## config.mk

```make
export PLATFORM = sky130hd
export DESIGN_NAME = psg_register_bank_flat
export DESIGN_NICKNAME = d
export VERILOG_FILES = /design/src/rtl/psg_register_bank_if.sv /design/src/rtl/psg_register_bank.sv /design/src/flat_wrapper.sv
export SDC_FILE = /design/constraint.sdc
export NUM_CORES = 1
export LEC_CHECK = 0
export ABC_AREA = 1
export CELL_PAD_IN_SITES_DETAIL_PLACEMENT = 1
export CELL_PAD_IN_SITES_GLOBAL_PLACEMENT = 1
export CORE_ASPECT_RATIO = 1.2
export CORE_MARGIN = 2
export CORE_UTILIZATION = 41
export CTS_CLUSTER_SIZE = 24
export DETAILED_ROUTE_END_ITERATION = 6
export GPL_ROUTABILITY_DRIVEN = 1
export PLACE_DENSITY_LB_ADDON = 0.3
export SETUP_SLACK_MARGIN = 0.15
export SLEW_MARGIN = 10
export SYNTH_ARGS = -nofsm -noshare
export SYNTH_HDL_FRONTEND = slang
export SYNTH_SLANG_ARGS = --single-unit
```

## constraint.sdc

```tcl
create_clock -name clock -period 4.9 [get_ports clock]
set_input_delay 0.49 -clock clock [delete_from_list [all_inputs] [get_ports clock]]
set_output_delay 0.49 -clock clock [all_outputs]
set_load 0.03 [all_outputs]
```

## src/rtl/psg_register_bank_if.sv

```systemverilog
// CPU-side bus of the PSG register bank: data byte, write strobe, per-chip selects and the ready wait line.
// The stereoSel signal exists only when PSG_STEREO_EN is defined.
interface psg_register_bank_if #(
    parameter int CHIPS = 1
);
    logic [7:0]       d;
    logic             nWE;
    logic [CHIPS-1:0] nCE;
`ifdef PSG_STEREO_EN
    logic             stereoSel;
`endif
    logic             ready;

`ifdef PSG_STEREO_EN
    modport master (output d, output nWE, output nCE, output stereoSel, input ready);
    modport slave  (input d, input nWE, input nCE, input stereoSel, output ready);
`else
    modport master (output d, output nWE, output nCE, input ready);
    modport slave  (input d, input nWE, input nCE, output ready);
`endif
endinterface

```

## src/rtl/psg_register_bank.sv

```systemverilog
// Latch/data byte register bank for CHIPS SN76489-compatible PSG cores, with a WAIT_CYCLES ready wait-state.
// Optional Game Gear stereo register per chip is enabled by defining PSG_STEREO_EN.
module psg_register_bank #(
    parameter int CHIPS       = 1,
    parameter int WAIT_CYCLES = 32
) (
    input  logic                clock,
    input  logic                nReset,
    psg_register_bank_if.slave  bus,
    output logic [CHIPS*30-1:0] freq,
    output logic [CHIPS*16-1:0] att,
    output logic [CHIPS-1:0]    noiseFeedback,
    output logic [CHIPS*2-1:0]  noiseFeed,
    output logic [CHIPS-1:0]    noiseReset
`ifdef PSG_STEREO_EN
    ,
    output logic [CHIPS*8-1:0]  stereo
`endif
);

    localparam logic [1:0] ST_IDLE = 2'd0;
    localparam logic [1:0] ST_WAIT = 2'd1;
    localparam logic [1:0] ST_DONE = 2'd2;
    localparam logic [7:0] LAST_CNT = 8'(WAIT_CYCLES - 1);

    logic [1:0]       state_r;
    logic [7:0]       cnt_r;
    logic [7:0]       data_r;
    logic [CHIPS-1:0] mask_r;
    logic             ready_r;
    logic             strobe_s;
    logic             commit_s;
    logic             sel_s;

    assign strobe_s = !bus.nWE && !(&bus.nCE);
    assign commit_s = (state_r == ST_WAIT) && (cnt_r == LAST_CNT);
    assign bus.ready = ready_r;

`ifdef PSG_STEREO_EN
    logic sel_r;
    assign sel_s = sel_r;

    // Capture of the stereo-select qualifier alongside the strobe.
    always_ff @(posedge clock) begin
        if (!nReset) begin
            sel_r <= 1'b0;
        end else if ((state_r == ST_IDLE) && strobe_s) begin
            sel_r <= bus.stereoSel;
        end else begin
            sel_r <= sel_r;
        end
    end
`else
    assign sel_s = 1'b0;
`endif

    // Write-cycle sequencer: capture strobe, hold ready low for WAIT_CYCLES, wait for strobe release.
    always_ff @(posedge clock) begin
        if (!nReset) begin
            state_r <= ST_IDLE;
            cnt_r   <= 8'd0;
            data_r  <= 8'd0;
            mask_r  <= {CHIPS{1'b0}};
            ready_r <= 1'b1;
        end else begin
            case (state_r)
                ST_IDLE: begin
                    if (strobe_s) begin
                        data_r  <= bus.d;
                        mask_r  <= ~bus.nCE;
                        cnt_r   <= 8'd0;
                        state_r <= ST_WAIT;
                        ready_r <= 1'b0;
                    end
                end
                ST_WAIT: begin
                    if (commit_s) begin
                        state_r <= ST_DONE;
                        ready_r <= 1'b1;
                    end else begin
                        cnt_r <= cnt_r + 8'd1;
                    end
                end
                ST_DONE: begin
                    // A strobe still held after the commit must not start a second write.
                    if ((&bus.nCE) && bus.nWE) begin
                        state_r <= ST_IDLE;
                    end
                end
                default: begin
                    state_r <= ST_IDLE;
                    ready_r <= 1'b1;
                end
            endcase
        end
    end

    for (genvar k = 0; k < CHIPS; k++) begin : g_chip
        logic [2:0] reg_r;
        logic [9:0] freq_r [3];
        logic [3:0] att_r  [4];
        logic       fb_r;
        logic [1:0] feed_r;
        logic       nrst_r;
        logic [2:0] eff_s;
        logic       latch_s;
        logic       wr_s;

        // A data byte reuses the chip's own latched register; a latch byte names it directly.
        assign latch_s = data_r[7];
        assign eff_s   = latch_s ? data_r[6:4] : reg_r;
        assign wr_s    = commit_s && mask_r[k] && !sel_s;

        // PSG register file of chip k, updated on the commit edge.
        always_ff @(posedge clock) begin
            if (!nReset) begin
                reg_r  <= 3'd0;
                fb_r   <= 1'b0;
                feed_r <= 2'd0;
                nrst_r <= 1'b0;
                for (int c = 0; c < 3; c++) freq_r[c] <= 10'd0;
                for (int c = 0; c < 4; c++) att_r[c]  <= 4'hF;
            end else begin
                nrst_r <= 1'b0;
                if (wr_s) begin
                    if (latch_s) reg_r <= data_r[6:4];
                    case (eff_s)
                        3'd0: if (latch_s) freq_r[0][3:0] <= data_r[3:0]; else freq_r[0][9:4] <= data_r[5:0];
                        3'd2: if (latch_s) freq_r[1][3:0] <= data_r[3:0]; else freq_r[1][9:4] <= data_r[5:0];
                        3'd4: if (latch_s) freq_r[2][3:0] <= data_r[3:0]; else freq_r[2][9:4] <= data_r[5:0];
                        3'd6: begin
                            fb_r   <= data_r[2];
                            feed_r <= data_r[1:0];
                            nrst_r <= 1'b1;
                        end
                        // Odd registers are attenuations, channel (r-1)/2 = r[2:1].
                        default: att_r[eff_s[2:1]] <= data_r[3:0];
                    endcase
                end
            end
        end

`ifdef PSG_STEREO_EN
        logic [7:0] stereo_r;

        // Game Gear pan register of chip k.
        always_ff @(posedge clock) begin
            if (!nReset) begin
                stereo_r <= 8'hFF;
            end else if (commit_s && mask_r[k] && sel_s) begin
                stereo_r <= data_r;
            end else begin
                stereo_r <= stereo_r;
            end
        end
        assign stereo[k*8 +: 8] = stereo_r;
`endif

        for (genvar c = 0; c < 3; c++) begin : g_freq
            assign freq[(k*3+c)*10 +: 10] = freq_r[c];
        end
        for (genvar c = 0; c < 4; c++) begin : g_att
            assign att[(k*4+c)*4 +: 4] = att_r[c];
        end
        assign noiseFeedback[k]    = fb_r;
        assign noiseFeed[k*2 +: 2] = feed_r;
        assign noiseReset[k]       = nrst_r;
    end

endmodule

```

## src/flat_wrapper.sv

```systemverilog
// flat-port wrapper written by rule: the top's interface ports become plain ports
module psg_register_bank_flat 
#(
    parameter int CHIPS       = 1,
    parameter int WAIT_CYCLES = 32
)
  (clock, nReset, freq, att, noiseFeedback, noiseFeed, noiseReset, bus_d, bus_nWE, bus_nCE, bus_ready);
  psg_register_bank_if #(.CHIPS(CHIPS)) bus_i ();
  input  logic clock;
  input  logic nReset;
  output logic [CHIPS*30-1:0] freq;
  output logic [CHIPS*16-1:0] att;
  output logic [CHIPS-1:0] noiseFeedback;
  output logic [CHIPS*2-1:0] noiseFeed;
  output logic [CHIPS-1:0] noiseReset;
  input wire logic [$bits(bus_i.d)-1:0] bus_d;
  input wire logic [$bits(bus_i.nWE)-1:0] bus_nWE;
  input wire logic [$bits(bus_i.nCE)-1:0] bus_nCE;
  output wire logic [$bits(bus_i.ready)-1:0] bus_ready;
  assign bus_i.d = bus_d;
  assign bus_i.nWE = bus_nWE;
  assign bus_i.nCE = bus_nCE;
  assign bus_ready = bus_i.ready;
  psg_register_bank #(.CHIPS(CHIPS), .WAIT_CYCLES(WAIT_CYCLES)) u_core (.clock(clock), .nReset(nReset), .bus(bus_i), .freq(freq), .att(att), .noiseFeedback(noiseFeedback), .noiseFeed(noiseFeed), .noiseReset(noiseReset));
endmodule
```

==> results of run 1 <==
==> registers in the layout, indices dropped and copies added, names as in the netlist <==
name and cells:
u_core.mask_r 1, u_core.noiseFeed 2, u_core.state_r 2, u_core.g_chip.reg_r 3, u_core.noiseFeedback 1, u_core.g_chip.freq_r 30, u_core.noiseReset 1, u_core.cnt_r 8
u_core.bus.ready 1, u_core.g_chip.att_r 16, u_core.data_r 8
==> where the power goes <==
part           internal, mW  switching, mW  leakage, nW
registers             0.678         0.0120        0.666
logic                0.0520         0.0939        0.602
clock network         0.237          0.226       0.0929
==> placed cells by master, fill, tap and decap left out, types with 3 or more instances in the layout <==
| cell type | instances |
|---|---|
| nand2_1 | 44 |
| o21ai_0 | 14 |
| clkbuf_8 | 9 |
| nor2_4 | 4 |
| inv_2 | 8 |
| nor2_2 | 4 |
| nor3_1 | 5 |
| edfxtp_1 | 46 |
| a21oi_1 | 24 |
| nor2_1 | 25 |
| o21ai_1 | 3 |
| clkdlybuf4s50_1 | 62 |
| nand3_1 | 10 |
| inv_1 | 23 |
| nand4_1 | 5 |
| dfxtp_1 | 27 |
==> final cells by class <==
type | instances | area [um2]
fillers | 758 | 3017
multi-input cells | 154 | 784.5
repair buffers | 63 | 628.1
flip-flops and latches | 73 | 1922
well taps | 87 | 108.9
clock buffers | 10 | 127.6
inverters | 31 | 116.4
clock inverters | 6 | 67.56
==> routing by layer <==
metal / part of all wire / up-vias / routed length [um]
li1: - / 1030 / -
met1: 0.41 / 980 / 2623
met2: 0.53 / 45 / 3397
met3: 0.039 / 9 / 246
met4: 0.016 / 0 / 99
met5: 0 / - / 0
==> worst paths after layout <==
kind         slack, ps                              from  depth (start not counted)                                         end
max               2540                            nReset                          8  u_core.g_chip[0].att_r[0][2]$_SDFFCE_PN1P_
min                440  u_core.noiseFeed[0]$_SDFFE_PN0P_                          2            u_core.noiseFeed[0]$_SDFFE_PN0P_
max reg2reg       2590      u_core.cnt_r[0]$_SDFFE_PN0P_                         11  u_core.g_chip[0].att_r[0][2]$_SDFFCE_PN1P_
min reg2reg        440  u_core.noiseFeed[0]$_SDFFE_PN0P_                          2            u_core.noiseFeed[0]$_SDFFE_PN0P_
==> kinds of logic after synthesis <==
group | count (synthesis)
compound gates | 48
xor+xnor | 1
fa+ha+maj | 1
buf+inv | 36
flops | 73
simple gates | 104
==> per-stage QoR <==
| step | instance area, um2 | power (mW) | utilization |
|---|---|---|---|
| detailed placement | 3560 | 0.8518 | 0.5257 |
| CTS | 3755 | 1.311 | 0.5545 |
| global placement | 3560 | 0.8473 | 0.5257 |
| global route | 3755 | 1.343 | 0.5545 |
| finish | 3755 | 1.300 | 0.5545 |
| floorplan | 2849 | 0.7857 | - |
==> worst max-delay path, stage by stage <==
cell	delay, ps
clkdlybuf4s50_1	450
buf_4	270
inv_1	220
nor2_4	150
inv_2	70
nor2_4	220
nand2_1	140
o21ai_1	350
==> flow_summary.toml, run 1 <==
[timing]
clock_skew_ps = 17.89
finalHoldViolCount = 0
tns_ps = 0
slew_violations = 0
max_freq_mhz = 424.2
fin_ws_ps = 2543
whs_ps = 444.3
slew_headroom = 0.6333
finalSetupViolations = 0
min_period_over_period = 0.4811
post-route-min-period_ps = 2357
rsz0062_at_grt = "no"
worst_slew_pin_slew_ps = 548.7

[global_route]
use_met1 = 0.2026
grt_pass1_vias = 2178
busiest_layer = "met2"
grt_use_met3 = 0.04167
overflow = 0
grt_usage = 0.1809
antenna_found_initial = 0
grt_max_degree = 30
grt_pass1_wl_mm = 10.37
met2_usage = 0.3278

[run_status]
status = "complete, no violations"

[floorplan]
row_count = 33
die_area_mm2 = 0.007634
ios = 63
core_area_mm2 = 0.006771
dieWidth_um = 80.10
start_util = 0.4207
dieHeight_um = 95.32

[yosys]
synth_area_leader_cell = "edfxtp_1"
synth_compound_area_frac = 0.09003
synthTopCellsByArea = "edfxtp_1 (48%), dfxtp_1 (19%), nand2_1 (5.8%)"
postSynthAreaPerCell_um2 = 10.83
synth_xor_xnor_area_share = 0.003074
synth_edf_count = 46
synth_mux_area_frac = 0
ys_seq_elements = 73
ys_async_sr_fraction = 0
synth_fp_nets = 276
synth_common_cells = "edfxtp_1 (46), nand2_1 (44), dfxtp_1 (27)"
synth_area_mm2 = 0.002849
synth-main-ff-cell = "edfxtp_1"
synth_top_family_by_area = "simple AND/OR/NAND/NOR gates"
yosys.area_share.adder = 0.004392
synth.most_common_cell = "edfxtp_1"
seq_area_frac_synth = 0.6746
synth-warning-count = 0
postSynthCellCount = 263
yosys.area.top_type_share = 0.4848
netlist-cell-type-count = 28
synth-simple-area-share = 0.1779

[cells_and_area]
num_antenna_cells = 0
layout-drive-gt1-share = 0.1128
layout.cells.non_filler = 424
area_delta_synth_final_pct = 31.80
finalNetCount = 345

[route]
routedWlPerCell_um = 15.02
drtIter0Drc = 95
wl_mm = 6.367
vias = 2064
ant_nets = 0
drc_errors = 0
first_pass_iters = 4
vias_per_cell = 4.868

[power]
max-vdd-ir-drop_v = 0.0001515
leakage_nw = 1.361
p_per_area_mw_per_mm2 = 346.1

[run]
drv_cap = 0

[clocking]
htreeDepth = 3
cts.reportedPaths.clkPinSlew_ps = 90
cts_sinks = 73
insertion_delay_ps = 350
cts_tree = "yes"
cts_buffer_depth = 2
cts_setup_buffers = 0
cts_resized = 0
postCtsHoldBufs = 0
clock-root-buffer = "clkbuf_8"
cts_made_buffers = 9

[place]
hpwl_mm = 4.710
place_inst = 408
place_congestion = 0.7679
preCtsSetupSlack_ps = 2178
port_buffers = 62

[setup_path]
critPathKind = "input pin to flop"
required_ps = 4920
critPathCaptureType = "flop"
arrival_ps = 2380
crit_path_start_kind = "input pin"
worstPathMaxFanout = 29

[worst_hold_path]
hold_path_class = "flop to flop"
No activity file was read; power rests on OpenSTA's default activity.
==> run 2, diff against run 1 <==
Settings changed: CORE_UTILIZATION 41 to 35.
Clock period 4.9 ns to 2.1 ns, I/O delays scaled along.
==> run 2 against run 1 <==
Net effect: combinational power grew to 2.6 times the previous value; power grew 150%; non-clock buffer count grew 13; wire length grew 12%; sequential cell count is the same; core utilization shrank 5.1 points; first-iteration DRC count shrank 37%; via count grew 5.9%; worst hold slack lost 0.61 ps; clock power grew to 2.6 times the previous value.
==> flow_summary.toml, run 2 (synthesized netlist as in run 1, its figures left out) <==
[run_status]
status = "complete, no violations"

[global_route]
grt_usage = 0.1627
grt_pass1_vias = 2215
grt_max_degree = 18
grt_pass1_wl_mm = 10.92
overflow = 0
antenna_found_initial = 0

[setup_path]
crit_cells = 12
crit_path_top_delay_cell = "dfxtp_4"
cp_cell_sequence = "ha_4 > inv_1 > nor2_2 > nand2_4 > nor2_8 > inv_2 > nor2_4 > inv_4 > nor2_4 > nand2_1 > nor2_2 > nand2_1"
rr_startpoint = "u_core.cnt_r[0]$_SDFFE_PN0P_"
critPathBufInv = 3
critPathKind = "flop to flop"
cp_top_family = "simple AND/OR/NAND/NOR gates"
setup.worst_path.start = "u_core.cnt_r[0]$_SDFFE_PN0P_"
crit_path_start_kind = "flop"
critPathCaptureType = "flop"
worstRegToRegCells = 12
slowest_delay_ps = 380
required_ps = 2190
arrival_ps = 1960
worstPathMaxFanout = 4
rrSetupSlack_ps = 240

[cells_and_area]
num_antenna_cells = 0
top_regs = "u_core.g_chip.freq_r x30, u_core.g_chip.att_r x16"
largest_reg_flops = 30
top_register = "u_core.g_chip.freq_r"
layout.cells.non_filler = 445
mostFrequentLayoutCell = "clkdlybuf4s50_1"
finalNetCount = 358
final_cell_mix = "clkdlybuf4s50_1 (62), edfxtp_1 (46), nand2_1 (40)"
area_delta_synth_final_pct = 41.63
layout-drive-gt1-share = 0.2000
fillers = 863

[timing]
tns_ps = 0
finalHoldViolCount = 0
post-route-min-period_ps = 1862
slew_headroom = 0.7437
max_freq_mhz = 536.9
fin_ws_ps = 237.5
slew_violations = 0
worst_slew_pin_slew_ps = 384.0
rsz0062_at_grt = "yes"
clock_skew_ps = 10.22
min_period_over_period = 0.8869
finalSetupViolations = 0

[clocking]
cts.reportedPaths.clkPinSlew_ps = 80
cts_tree = "yes"
htreeDepth = 3
cts_sinks = 73
clock-root-buffer = "clkbuf_8"
insertion_delay_ps = 350
cts_made_buffers = 9
cts_buffer_depth = 2
postCtsHoldBufs = 0

[route]
vias_per_cell = 4.912
ant_nets = 0
first_pass_iters = 4
drtIter0Drc = 60
vias = 2186
routedWlPerCell_um = 15.99
drc_errors = 0
wl_mm = 7.117

[place]
place_inst = 424
preCtsSetupSlack_ps = -57.55
place_congestion = 0.8702
port_buffers = 62
hpwl_mm = 5.129

[run]
drv_cap = 0

[floorplan]
row_count = 36
core_area_mm2 = 0.008018
ios = 63
start_util = 0.3553
dieWidth_um = 86.36
die_area_mm2 = 0.008880
dieHeight_um = 102.8

[power]
max-vdd-ir-drop_v = 0.0003091
leakage_nw = 1.458
p_per_area_mw_per_mm2 = 791.8

[worst_hold_path]
hold_path_class = "flop to flop"
hold_depth = 2
worstHoldStart = "u_core.noiseFeed[0]$_SDFFE_PN0P_"
run 2: changes by cell type in the layout (fill, tap and decap cells not counted), sizes merged:
cell	before	now
clkinvlp	2	1
buf	1	14
clkinv	2	4
inv	32	31
clkbuf	10	9
bufinv	1	2
run 2: where the power goes:
group / leakage (nW) / switching (mW) / internal (mW)
logic: 0.682 / 0.237 / 0.139
clock network: 0.109 / 0.536 / 0.668
registers: 0.667 / 0.0308 / 1.58
run 2: area by class of cell:
class | instances | area (um2) | area share
inverter | 31 | 118.9 | 0.02946
clock buffer | 9 | 123.9 | 0.03070
tap | 95 | 118.9 | 0.02946
sequential | 73 | 1928 | 0.4778
clock inverter | 7 | 95.09 | 0.02357
timing repair buffer | 76 | 745.7 | 0.1848
multi-input combinational | 154 | 904.6 | 0.2242
run 2: worst paths after layout:
kind,end
max,u_core.g_chip[0].att_r[0][3]$_SDFFCE_PN1P_
max reg2reg,u_core.g_chip[0].att_r[0][3]$_SDFFCE_PN1P_
min reg2reg,u_core.noiseFeed[0]$_SDFFE_PN0P_
min,u_core.noiseFeed[0]$_SDFFE_PN0P_
run 2: layer usage:
metal,vias to the layer above,track usage,part of all wire
met5,-,0,0
met4,0,0.05769,0.013
met3,9,0.03923,0.034
met2,45,0.2994,0.54
met1,1071,0.1827,0.41
li1,1061,-,-
run 2: per-stage QoR:
stage | power (mW) | hold WS [ps] | util | cell area [um2]
detailed placement | 2.007 | 437.9 | 0.4543 | 3642
CTS | 3.209 | 451.3 | 0.4930 | 3953
floorplan | 1.833 | 376.7 | - | 2849
global placement | 1.998 | 436.8 | 0.4543 | 3642
finish | 3.195 | 443.7 | 0.5033 | 4035
global route | 3.290 | 467.8 | 0.5033 | 4035
run 2: tightest hold or removal path: stages, from the launching register on:
cell and delay (ps):
dfxtp_1 320, inv_1 40, a21oi_1 40
run 2: what timing repair did:
action | in CTS | in global routing
pin swaps | 1 | 3
endpoints found under the setup margin | 58 | 64
hold endpoints to repair | 0 | 0
gates cloned | 0 | 0
resized for setup | 20 | 13
buffers inserted | 2 | 3
